**config.mk**
```make
export PLATFORM = sky130hd
export DESIGN_NAME = stack_mem_ctrl
export DESIGN_NICKNAME = d
export VERILOG_FILES = /design/src/rtl/stack_mem_ctrl.sv
export SDC_FILE = /design/constraint.sdc
export NUM_CORES = 1
export LEC_CHECK = 0
export CORE_ASPECT_RATIO = 1.1
export CORE_MARGIN = 2
export CORE_UTILIZATION = 45
export DETAILED_ROUTE_END_ITERATION = 7
export PLACE_DENSITY = 0.9
export RECOVER_POWER = 50
export SLEW_MARGIN = 20
export SYNTH_ARGS = -nofsm -noshare
export SYNTH_HDL_FRONTEND = slang
export SYNTH_SLANG_ARGS = --single-unit
```
**constraint.sdc**
```tcl
create_clock -name clk -period 3.4 [get_ports clk]
set_clock_uncertainty 0.15 [all_clocks]
set_input_delay 0.85 -clock clk [delete_from_list [all_inputs] [get_ports clk]]
set_output_delay 0.85 -clock clk [all_outputs]
set_load 0.02 [all_outputs]
```
**src/rtl/stack_mem_ctrl.sv**
```systemverilog
// stack_mem_ctrl
//   Sits between the datapath and the data memory. It accepts one
//   load/store/push/pop request at a time and owns the stack pointer. It
//   drives the memory strobes for a single cycle, absorbs the memory's
//   one-cycle registered read latency and returns data or an error on a
//   response handshake. Overflow, underflow and out-of-region accesses are
//   rejected before any strobe is issued.
//
//   Optional feature macro: STACK_PEEK_EN. When defined, a pop with
//   req_peek=1 reads the top of stack without moving SP. When undefined,
//   req_peek is ignored.
//
// Ports
//   clk, rst_n                 clock, asynchronous active-low reset
//   req_valid/req_ready        request handshake
//   req_op                     00 load, 01 store, 10 push, 11 pop
//   req_addr, req_wdata        load/store word address, store/push data
//   req_peek                   pop modifier (STACK_PEEK_EN only)
//   rsp_valid/rsp_ready        response handshake
//   rsp_rdata, rsp_err         read data (0 on writes/errors), reject flag
//   MemAddr, MemRD, MemWR,
//   StackOP, stack_pointer,
//   MemDataIn                  data memory controls (registered)
//   MemDataOut                 data memory read data (valid one edge after MemRD)
//   sp_value                   current stack pointer (debug)
module stack_mem_ctrl #(
    parameter int MEM_DEPTH  = 16,
    parameter int STACK_BASE = MEM_DEPTH / 2
) (
    input  logic        clk,
    input  logic        rst_n,
    input  logic        req_valid,
    output logic        req_ready,
    input  logic [1:0]  req_op,
    input  logic [31:0] req_addr,
    input  logic [31:0] req_wdata,
    input  logic        req_peek,
    output logic        rsp_valid,
    input  logic        rsp_ready,
    output logic [31:0] rsp_rdata,
    output logic        rsp_err,
    output logic [31:0] MemAddr,
    output logic        MemRD,
    output logic        MemWR,
    output logic        StackOP,
    output logic [31:0] stack_pointer,
    output logic [31:0] MemDataIn,
    input  logic [31:0] MemDataOut,
    output logic [31:0] sp_value
);

    localparam logic [1:0]  OP_LOAD  = 2'b00;
    localparam logic [1:0]  OP_STORE = 2'b01;
    localparam logic [1:0]  OP_PUSH  = 2'b10;
    localparam logic [1:0]  OP_POP   = 2'b11;

    // The memory never writes its last word, so the stack is full one
    // slot below the top of memory.
    localparam logic [31:0] SP_EMPTY = 32'(STACK_BASE);
    localparam logic [31:0] SP_FULL  = 32'(MEM_DEPTH - 1);

    typedef enum logic [1:0] {
        ST_IDLE,
        ST_ISSUE,
        ST_WAIT,
        ST_RESP
    } state_t;

    state_t      state_q, state_d;
    logic [31:0] sp_q, sp_d;
    logic        req_ready_q, req_ready_d;
    logic        rsp_valid_q, rsp_valid_d;
    logic [31:0] rsp_rdata_q, rsp_rdata_d;
    logic        rsp_err_q, rsp_err_d;
    logic [31:0] mem_addr_q, mem_addr_d;
    logic        mem_rd_q, mem_rd_d;
    logic        mem_wr_q, mem_wr_d;
    logic        stack_op_q, stack_op_d;
    logic [31:0] stack_ptr_q, stack_ptr_d;
    logic [31:0] mem_data_in_q, mem_data_in_d;

    logic        peek;

`ifdef STACK_PEEK_EN
    assign peek = req_peek;
`else
    // Peek is compiled out: every pop moves SP.
    assign peek = req_peek & 1'b0;
`endif

    always_comb begin
        state_d       = state_q;
        sp_d          = sp_q;
        req_ready_d   = req_ready_q;
        rsp_valid_d   = rsp_valid_q;
        rsp_rdata_d   = rsp_rdata_q;
        rsp_err_d     = rsp_err_q;
        mem_addr_d    = mem_addr_q;
        mem_rd_d      = 1'b0;
        mem_wr_d      = 1'b0;
        stack_op_d    = 1'b0;
        stack_ptr_d   = stack_ptr_q;
        mem_data_in_d = mem_data_in_q;

        case (state_q)
            ST_IDLE: begin
                if (req_valid && req_ready_q) begin
                    // All strobe controls are captured here, so the
                    // datapath may change the request fields afterwards.
                    req_ready_d = 1'b0;
                    rsp_rdata_d = 32'd0;
                    rsp_err_d   = 1'b0;
                    state_d     = ST_ISSUE;
                    case (req_op)
                        OP_LOAD, OP_STORE: begin
                            if (req_addr < SP_EMPTY) begin
                                mem_addr_d = req_addr;
                                if (req_op == OP_LOAD) begin
                                    mem_rd_d = 1'b1;
                                end else begin
                                    mem_wr_d      = 1'b1;
                                    mem_data_in_d = req_wdata;
                                end
                            end else begin
                                rsp_err_d = 1'b1;
                            end
                        end
                        OP_PUSH: begin
                            if (sp_q < SP_FULL) begin
                                stack_op_d    = 1'b1;
                                mem_wr_d      = 1'b1;
                                stack_ptr_d   = sp_q;
                                mem_data_in_d = req_wdata;
                                sp_d          = sp_q + 32'd1;
                            end else begin
                                rsp_err_d = 1'b1;
                            end
                        end
                        default: begin // OP_POP
                            if (sp_q > SP_EMPTY) begin
                                stack_op_d  = 1'b1;
                                mem_rd_d    = 1'b1;
                                stack_ptr_d = sp_q - 32'd1;
                                if (!peek) begin
                                    sp_d = sp_q - 32'd1;
                                end
                            end else begin
                                rsp_err_d = 1'b1;
                            end
                        end
                    endcase
                    // Rejected requests skip the memory entirely.
                    if (rsp_err_d) begin
                        state_d     = ST_RESP;
                        rsp_valid_d = 1'b1;
                    end
                end
            end
            ST_ISSUE: begin
                // Strobes were high for exactly this cycle and default low
                // again. Reads wait one more edge for registered memory data.
                if (mem_rd_q) begin
                    state_d = ST_WAIT;
                end else begin
                    state_d     = ST_RESP;
                    rsp_valid_d = 1'b1;
                end
            end
            ST_WAIT: begin
                rsp_rdata_d = MemDataOut;
                rsp_valid_d = 1'b1;
                state_d     = ST_RESP;
            end
            default: begin // ST_RESP
                if (rsp_ready) begin
                    rsp_valid_d = 1'b0;
                    req_ready_d = 1'b1;
                    state_d     = ST_IDLE;
                end
            end
        endcase
    end

    always_ff @(posedge clk or negedge rst_n) begin
        if (!rst_n) begin
            state_q       <= ST_IDLE;
            sp_q          <= SP_EMPTY;
            req_ready_q   <= 1'b1;
            rsp_valid_q   <= 1'b0;
            rsp_rdata_q   <= 32'd0;
            rsp_err_q     <= 1'b0;
            mem_addr_q    <= 32'd0;
            mem_rd_q      <= 1'b0;
            mem_wr_q      <= 1'b0;
            stack_op_q    <= 1'b0;
            stack_ptr_q   <= SP_EMPTY;
            mem_data_in_q <= 32'd0;
        end else begin
            state_q       <= state_d;
            sp_q          <= sp_d;
            req_ready_q   <= req_ready_d;
            rsp_valid_q   <= rsp_valid_d;
            rsp_rdata_q   <= rsp_rdata_d;
            rsp_err_q     <= rsp_err_d;
            mem_addr_q    <= mem_addr_d;
            mem_rd_q      <= mem_rd_d;
            mem_wr_q      <= mem_wr_d;
            stack_op_q    <= stack_op_d;
            stack_ptr_q   <= stack_ptr_d;
            mem_data_in_q <= mem_data_in_d;
        end
    end

    assign req_ready     = req_ready_q;
    assign rsp_valid     = rsp_valid_q;
    assign rsp_rdata     = rsp_rdata_q;
    assign rsp_err       = rsp_err_q;
    assign MemAddr       = mem_addr_q;
    assign MemRD         = mem_rd_q;
    assign MemWR         = mem_wr_q;
    assign StackOP       = stack_op_q;
    assign stack_pointer = stack_ptr_q;
    assign MemDataIn     = mem_data_in_q;
    assign sp_value      = sp_q;

endmodule

```
==> results of run 1 <==
state kept, by name, summed over array words and instances (netlist names):
signal	flops
MemAddr	32
MemDataIn	32
MemRD	1
MemWR	1
StackOP	1
req_ready	1
rsp_err	1
rsp_rdata	32
rsp_valid	1
sp_value	32
stack_pointer	32
state_q	2
placed cells by master (no fill, tap or decap), types with 8 or more instances in the layout:
cell type / n
xor2_1: 12
nor3_1: 8
nor2b_1: 29
ha_1: 13
nor2_1: 32
a31oi_1: 14
nor4_1: 15
a22o_1: 33
dfrtp_1: 165
inv_1: 15
buf_4: 20
clkdlybuf4s50_1: 186
nand3_1: 9
clkbuf_16: 17
mux2_1: 9
o31ai_1: 9
a21oi_1: 21
xnor2_1: 17
o21ai_0: 28
nand2_1: 55
dlygate4sd3_1: 80
mux2_4: 21
metal layers:
layer / vias to the layer above / GRT usage, % / wire length, um
met3: 23 / 6.46 / 1560
met2: 271 / 37.6 / 10100
met4: 0 / 7.17 / 289
li1: 2897 / - / -
met5: - / 0 / 0
met1: 3017 / 28.5 / 7890
cell type report:
type / instances / area [sq um]
Fill cell: 1192 / 5180
Sequential cell: 168 / 4210
Multi-Input combinational cell: 429 / 3130
Timing Repair Buffer: 295 / 2970
Clock buffer: 19 / 443
Tap cell: 204 / 255
Clock inverter: 13 / 191
Inverter: 16 / 60.1
cells by family (layout without fill, tap and decap cells):
group / after synthesis / after routing / share of synthesized area, %
buf+inv: 59 / 343 / 3.80
simple gates: 195 / 195 / 14.2
fa+ha+maj: 13 / 13 / 2.14
compound gates: 154 / 154 / 14.6
flops: 168 / 168 / 55.3
mux: 38 / 38 / 6.62
xor+xnor: 29 / 29 / 3.34
cell usage after synthesis (12+ instances only):
| cell type | n |
|---|---|
| o21ai_0 | 28 |
| ha_1 | 13 |
| dfrtp_1 | 165 |
| mux2_4 | 21 |
| a22o_1 | 33 |
| inv_1 | 15 |
| xnor2_1 | 17 |
| a31oi_1 | 14 |
| nand2_1 | 55 |
| xor2_1 | 12 |
| nor4_1 | 16 |
| nor2_1 | 32 |
| nor2b_1 | 29 |
| clkbuf_1 | 24 |
| a21oi_1 | 22 |
final timing paths:
path	start	to	slack [ns]
min in group asynchronous	rst_n	stack_pointer[16]$_DFFE_PN0P_	1.05
worst max register to register	sp_value[23]$_DFFE_PN0P_	sp_value[17]$_DFFE_PN0P_	0.52
worst max-delay path	req_op[0]	sp_value[17]$_DFFE_PN0P_	0.50
worst min-delay path	stack_pointer[23]$_DFFE_PN0P_	stack_pointer[23]$_DFFE_PN0P_	0.32
max in group asynchronous	rst_n	MemDataIn[26]$_DFFE_PN0P_	0.81
worst min register to register	stack_pointer[23]$_DFFE_PN0P_	stack_pointer[23]$_DFFE_PN0P_	0.32
power by group through the flow:
stage                     clock, mW  combinational [mW]  sequential, mW
after detailed placement          0                3.26            2.92
final                          2.07                3.16            2.89
after global routing           2.20                3.38            2.96
after CTS                      2.11                3.27            2.91
after global placement            0                3.18            2.90
after floorplan                   0                1.20            3.44
metrics by stage:
stage / instance area [sq um] / instances / util, % / power [mW]
3_3_place_gp: 10600 / 1112 / 64.7 / 6.08
3_5_place_dp: 10600 / 1112 / 64.7 / 6.18
5_1_grt: 11300 / 1144 / 68.5 / 8.54
6_report: 11300 / 1144 / 68.5 / 8.12
2_1_floorplan: 7600 / 656 / - / 4.64
4_1_cts: 11300 / 1144 / 68.5 / 8.28
==> results.md, run 1 <==
* Status: complete, but fails checks
* Failing checks: capacitance limit, slew limit
* CTS tree: built
* Worst-path clk slew at 0.06 ns
* Vias at 6208
* Synthesized instance count at 656
* Max Fclk at 345 MHz
* Dpl hpwl at 14400 um
* Fraction of registers with async set/reset at 100%
* Drt via density at 5.43
* Hold Crit Class: reg2reg
* GR Util All Layers at 22.6%
* Syn Std Cell Area at 7600 sq um
* First-pass GRT wire length at 32200 um
* Antenna viol nets, final at 0
* Initial antenna violation count at 0
* Initial Util at 46.3%
* FF+latch count, synth at 168
* N_diodes at 0
* Crit path launch type: input port
* CP peak stage delay at 0.45 ns
* CTS H-tree depth at 4
* TritonCTS buffer count at 17
* Synth top area cells: dfrtp_1 54%, mux2_4 4.1%, a22o_1 3.8%, nand2_1 2.7%, nor2b_1 2.4%
* Setup TNS Final at 0 ns
* Sw Ratio at 34.4%
* CP arrival at 3.11 ns
* Synth unique cells at 68
* Critical path class: in2reg
* Least-Margin Pin Slew at 2.15 ns
* DP Worst Slack at 0.121 ns
* Post-Syn Nets at 772
* P_int at 5.32 mW
* Total wire length at 19800 um
* Port-buffer cells at 267
* Crit-path slowest cell: clkdlybuf4s50_1
* RePlAce Congestion at 0.858
* Core box area at 16400 sq um
* Required @ worst endpoint at 3.61 ns
* Slew Limit Fails at 43
* Die Y at 140 um
* Final hold violation count at 0
* EDFF count, synth at 0
* Comb power frac at 38.9%
* Maximum vdd ir drop at 0.439 mV
* Final setup vio count at 0
* Total gr overflow at 0
* NetSw at 2.79 mW
* Clk pwr share at 25.5%
* Final worst setup slack at 0.504 ns
* Slew HR at -43.5%
* Vias in the first global route at 6288
* Synth-to-layout area growth at 48.0%
* Mean Syn Cell Area at 11.6 sq um
* Max cap viols at 1
* WP depth at 10
* Crit share post-route at 85.2%
* Reg power frac at 35.6%
* Pwr/cell area at 721 nW/um^2
* DIE AREA at 18000 sq um
* DRT Pass-1 Iters at 5
* Total clock sinks at 168
* Worst setup EP type: flip-flop
* Longest Clk Path Bufs at 2
* I/O pin count at 269
* Synth warn at 0
* Delay-heaviest family, CP: buffers and inverters
* DR iter-0 viols at 360
* Leak Pwr at 5.23 nW
* Post-CTS Hold Fix Bufs at 0
* Max FO, Critical Path at 10
* # rows at 49
* Clock Tree Root: clkbuf_16
* Die span in x at 128 um
* Fin nets at 1043
* Cells on worst reg2reg path at 7
* Hold path depth at 1
* Drt drc at 0
* Post-CTS sizing at 0
* Share of post-route cells with drive strength above 1 at 11.4%
* RSZ-0062 raised after global routing: no
* Hold WS at 0.320 ns
* Minimum clock period after layout at 2.90 ns
* CP bufs+invs at 3
* Clk_lat worst skew at 0.42 ns
* Top cell type's share of synthesized area at 54.3%
* Postcts setup bufs at 0
* Drt wl/cell at 17.3 um
* Largest net degree at the start of global routing at 68
* Yosys top cell by area: dfrtp_1
* Main synth FF type: dfrtp_1
* CP cell instances: clkdlybuf4s50_1 -> inv_1 -> ha_1 -> buf_4 -> and3_1 -> nand4_1 -> nor2_1 -> a221oi_1 -> a211oi_2 -> a21o_1
* Sequential fraction of the synthesis area at 55.3%
Power figures use the tool's default switching activity.
==> inputs of run 2 (changes only) <==
--- a/config.mk
+++ b/config.mk
@@ -6,7 +6,7 @@
 export NUM_CORES = 1
 export LEC_CHECK = 0
 export CORE_ASPECT_RATIO = 1.1
-export CORE_MARGIN = 2
+export CORE_MARGIN = 3
 export CORE_UTILIZATION = 45
 export DETAILED_ROUTE_END_ITERATION = 7
 export PLACE_DENSITY = 0.9
==> results.md, run 2 (synthesis results as in run 1) <==
* Max cap viols at 1 (unchanged)
* Total gr overflow at 0 (unchanged)
* Max FO, Critical Path at 9 (-1)
* R2r setup slk at 0.56 ns (+0.04 ns)
* Initial Util at 46.3% (unchanged)
* NetSw at 2.80 mW (+0.20%)
* Final Non-Filler Cells at 1144 (unchanged)
* Fill cells at 1228 (+3.0%)
* Worst-path clk slew at 0.06 ns (about the same)
* Vias at 6136 (-1.2%)
* WP depth at 9 (-1)
* Post-DP Area at 10600 sq um (-0.35%)
* Die Y at 142 um (+1.4%)
* Crit path launch type: input port
* Dpl hpwl at 15100 um (+4.8%)
* Clk_lat worst skew at 0.42 ns (about the same)
* Drt wl/cell at 17.9 um (+3.1%)
* DR iter-0 viols at 318 (-12%)
* Critical path class: in2reg
* Reg power frac at 35.5% (about the same)
* CTS tree: built
* Port-buffer cells at 267 (unchanged)
* Postcts setup bufs at 0 (unchanged)
* Initial antenna violation count at 0 (unchanged)
* Commonest non-fill, non-tap cell in the layout: clkdlybuf4s50_1
* Reg2Reg Launch Point: sp_value[23]$_DFFE_PN0P_
* Footprint of the multi-input gates at 3130 sq um (unchanged)
* Least-Margin Pin Slew at 1.85 ns (-0.299 ns)
* Worst setup EP type: flip-flop
* GR Util All Layers at 22.2% (-0.41 points)
* DIE AREA at 18500 sq um (+3.0%)
* Total clock sinks at 168 (unchanged)
* Longest Clk Path Bufs at 2 (unchanged)
* Commonest non-fill, non-tap cells in the layout: 218 x clkdlybuf4s50_1, 165 x dfrtp_1, 55 x nand2_1
* Drt via density at 5.36 (-1.2%)
* Total wire length at 20400 um (+3.1%)
* P_int at 5.33 mW (about the same)
* Post-route cell area at 11200 sq um (-0.53%)
* Hold path depth at 1 (unchanged)
* # rows at 49 (unchanged)
* DRT Pass-1 Iters at 5 (unchanged)
* Drt drc at 0 (unchanged)
* Cells on worst reg2reg path at 6 (-1)
* RSZ-0062 raised after global routing: no
* Die span in x at 130 um (+1.6%)
* CP bufs+invs at 2 (-1)
* Post-CTS Hold Fix Bufs at 0 (unchanged)
* Clock Tree Root: clkbuf_16
* Slew Limit Fails at 73 (+70%)
* Vias in the first global route at 6205 (-1.3%)
* First-pass GRT wire length at 32300 um (+0.43%)
* Synth-to-layout area growth at 47.2%
* Maximum vdd ir drop at 0.449 mV (+2.2%)
* Comb power frac at 39.3% (+0.4 points)
* Final setup vio count at 0 (unchanged)
* Clk pwr share at 25.3% (-0.2 points)
* Share of post-route cells with drive strength above 1 at 11.4% (unchanged)
* Crit-path slowest cell: or3_1
* Delay-heaviest family, CP: simple AND/OR/NAND/NOR gates
* Core box area at 16400 sq um (unchanged)
* N_diodes at 0 (unchanged)
* CP cell instances: clkdlybuf4s50_1 -> inv_1 -> ha_1 -> and3_1 -> nand4_1 -> or3_1 -> o31ai_1 -> nand2_1 -> xnor2_1
* Crit share post-route at 88.7% (+3.6 points)
* Post-CTS sizing at 0 (unchanged)
* Max Fclk at 331 MHz (-4.0%)
* I/O pin count at 269 (unchanged)
* Placed cells at 1112 (unchanged)
* CTS H-tree depth at 4 (unchanged)
* Sw Ratio at 34.5% (about the same)
* Fin nets at 1043 (unchanged)
* Required @ worst endpoint at 3.55 ns (-0.06 ns)
* Hold Crit Class: reg2reg
* Largest net degree at the start of global routing at 74 (+8.8%)
* TritonCTS buffer count at 17 (unchanged)
* Leak Pwr at 5.12 nW (-2.1%)
* Register area at 4210 sq um (unchanged)
* RePlAce Congestion at 0.857 (about the same)
* CP Launch Point: req_op[0]
* Antenna viol nets, final at 0 (unchanged)
* Failing checks: capacitance limit, slew limit
* CP peak stage delay at 0.49 ns (+0.04 ns)
* Final hold violation count at 0 (unchanged)
* Hold Startpoint: stack_pointer[10]$_DFFE_PN0P_
* CP arrival at 3.16 ns (+0.05 ns)
* Status: complete, but fails checks
* Minimum clock period after layout at 3.02 ns (+0.122 ns)
* Slew HR at -23.6% (+20 points)
* Pwr/cell area at 726 nW/um^2 (+0.65%)
==> run 2: layout make-up <==
type	instances	share of cell area, %
timing repair buffer	295	26.0
inverter	16	0.537
clock inverter	14	1.77
sequential	168	37.6
clock buffer	18	3.83
tap	204	2.28
multi-input combinational	429	28.0
==> run 2: metal layers <==
layer / part of all wire [%] / GRT usage, % / vias up
met5: 0 / 0 / -
met3: 8.4 / 8.03 / 37
li1: - / - / 2900
met4: 2.3 / 7.39 / 0
met1: 40 / 26.9 / 2960
met2: 50 / 36.8 / 239
==> run 2: worst paths after layout <==
| path | to |
|---|---|
| min in group asynchronous | stack_pointer[20]$_DFFE_PN0P_ |
| worst max register to register | MemDataIn[29]$_DFFE_PN0P_ |
| worst min register to register | stack_pointer[10]$_DFFE_PN0P_ |
| worst max-delay path | sp_value[19]$_DFFE_PN0P_ |
| max in group asynchronous | MemAddr[17]$_DFFE_PN0P_ |
| worst min-delay path | stack_pointer[10]$_DFFE_PN0P_ |
==> run 2: power groups by stage <==
stage                     Clock, mW  Combinational, mW  Sequential (mW)
after floorplan                   0               1.20             3.44
after global placement            0               3.20             2.90
after detailed placement          0               3.29             2.91
after CTS                      2.08               3.29             2.89
after global routing           2.18               3.43             2.95
final                          2.05               3.19             2.88
==> run 2: worst register-to-register path, cell delays in order, from the launching register on <==
cell and delay, ns:
dfrtp_1 0.46, or4_1 0.68, nor4_2 0.38, a31o_2 0.30
o2111ai_4 0.15, buf_12 0.23, mux2_1 0.37
==> run 2: per-stage QoR <==
step	setup TNS (ns)	hold WS [ns]	util [%]	setup WS (ns)	power [mW]
6_report	0	0.325	68.1	0.383	8.13
5_1_grt	0	0.345	68.1	0.243	8.56
4_1_cts	0	0.315	68.3	0.393	8.27
3_5_place_dp	-0.0493	0.318	64.4	-0.0493	6.20
3_3_place_gp	0	0.312	64.4	0.0876	6.09
2_1_floorplan	0	0.360	-	0.608	4.64
==> inputs of run 3 (changes only) <==
--- a/config.mk
+++ b/config.mk
@@ -15,3 +15,4 @@
 export SYNTH_ARGS = -nofsm -noshare
 export SYNTH_HDL_FRONTEND = slang
 export SYNTH_SLANG_ARGS = --single-unit
+export TNS_END_PERCENT = 1
==> results of run 3 <==
No change in the layout: final DEF, timing and power equal those of run 2.
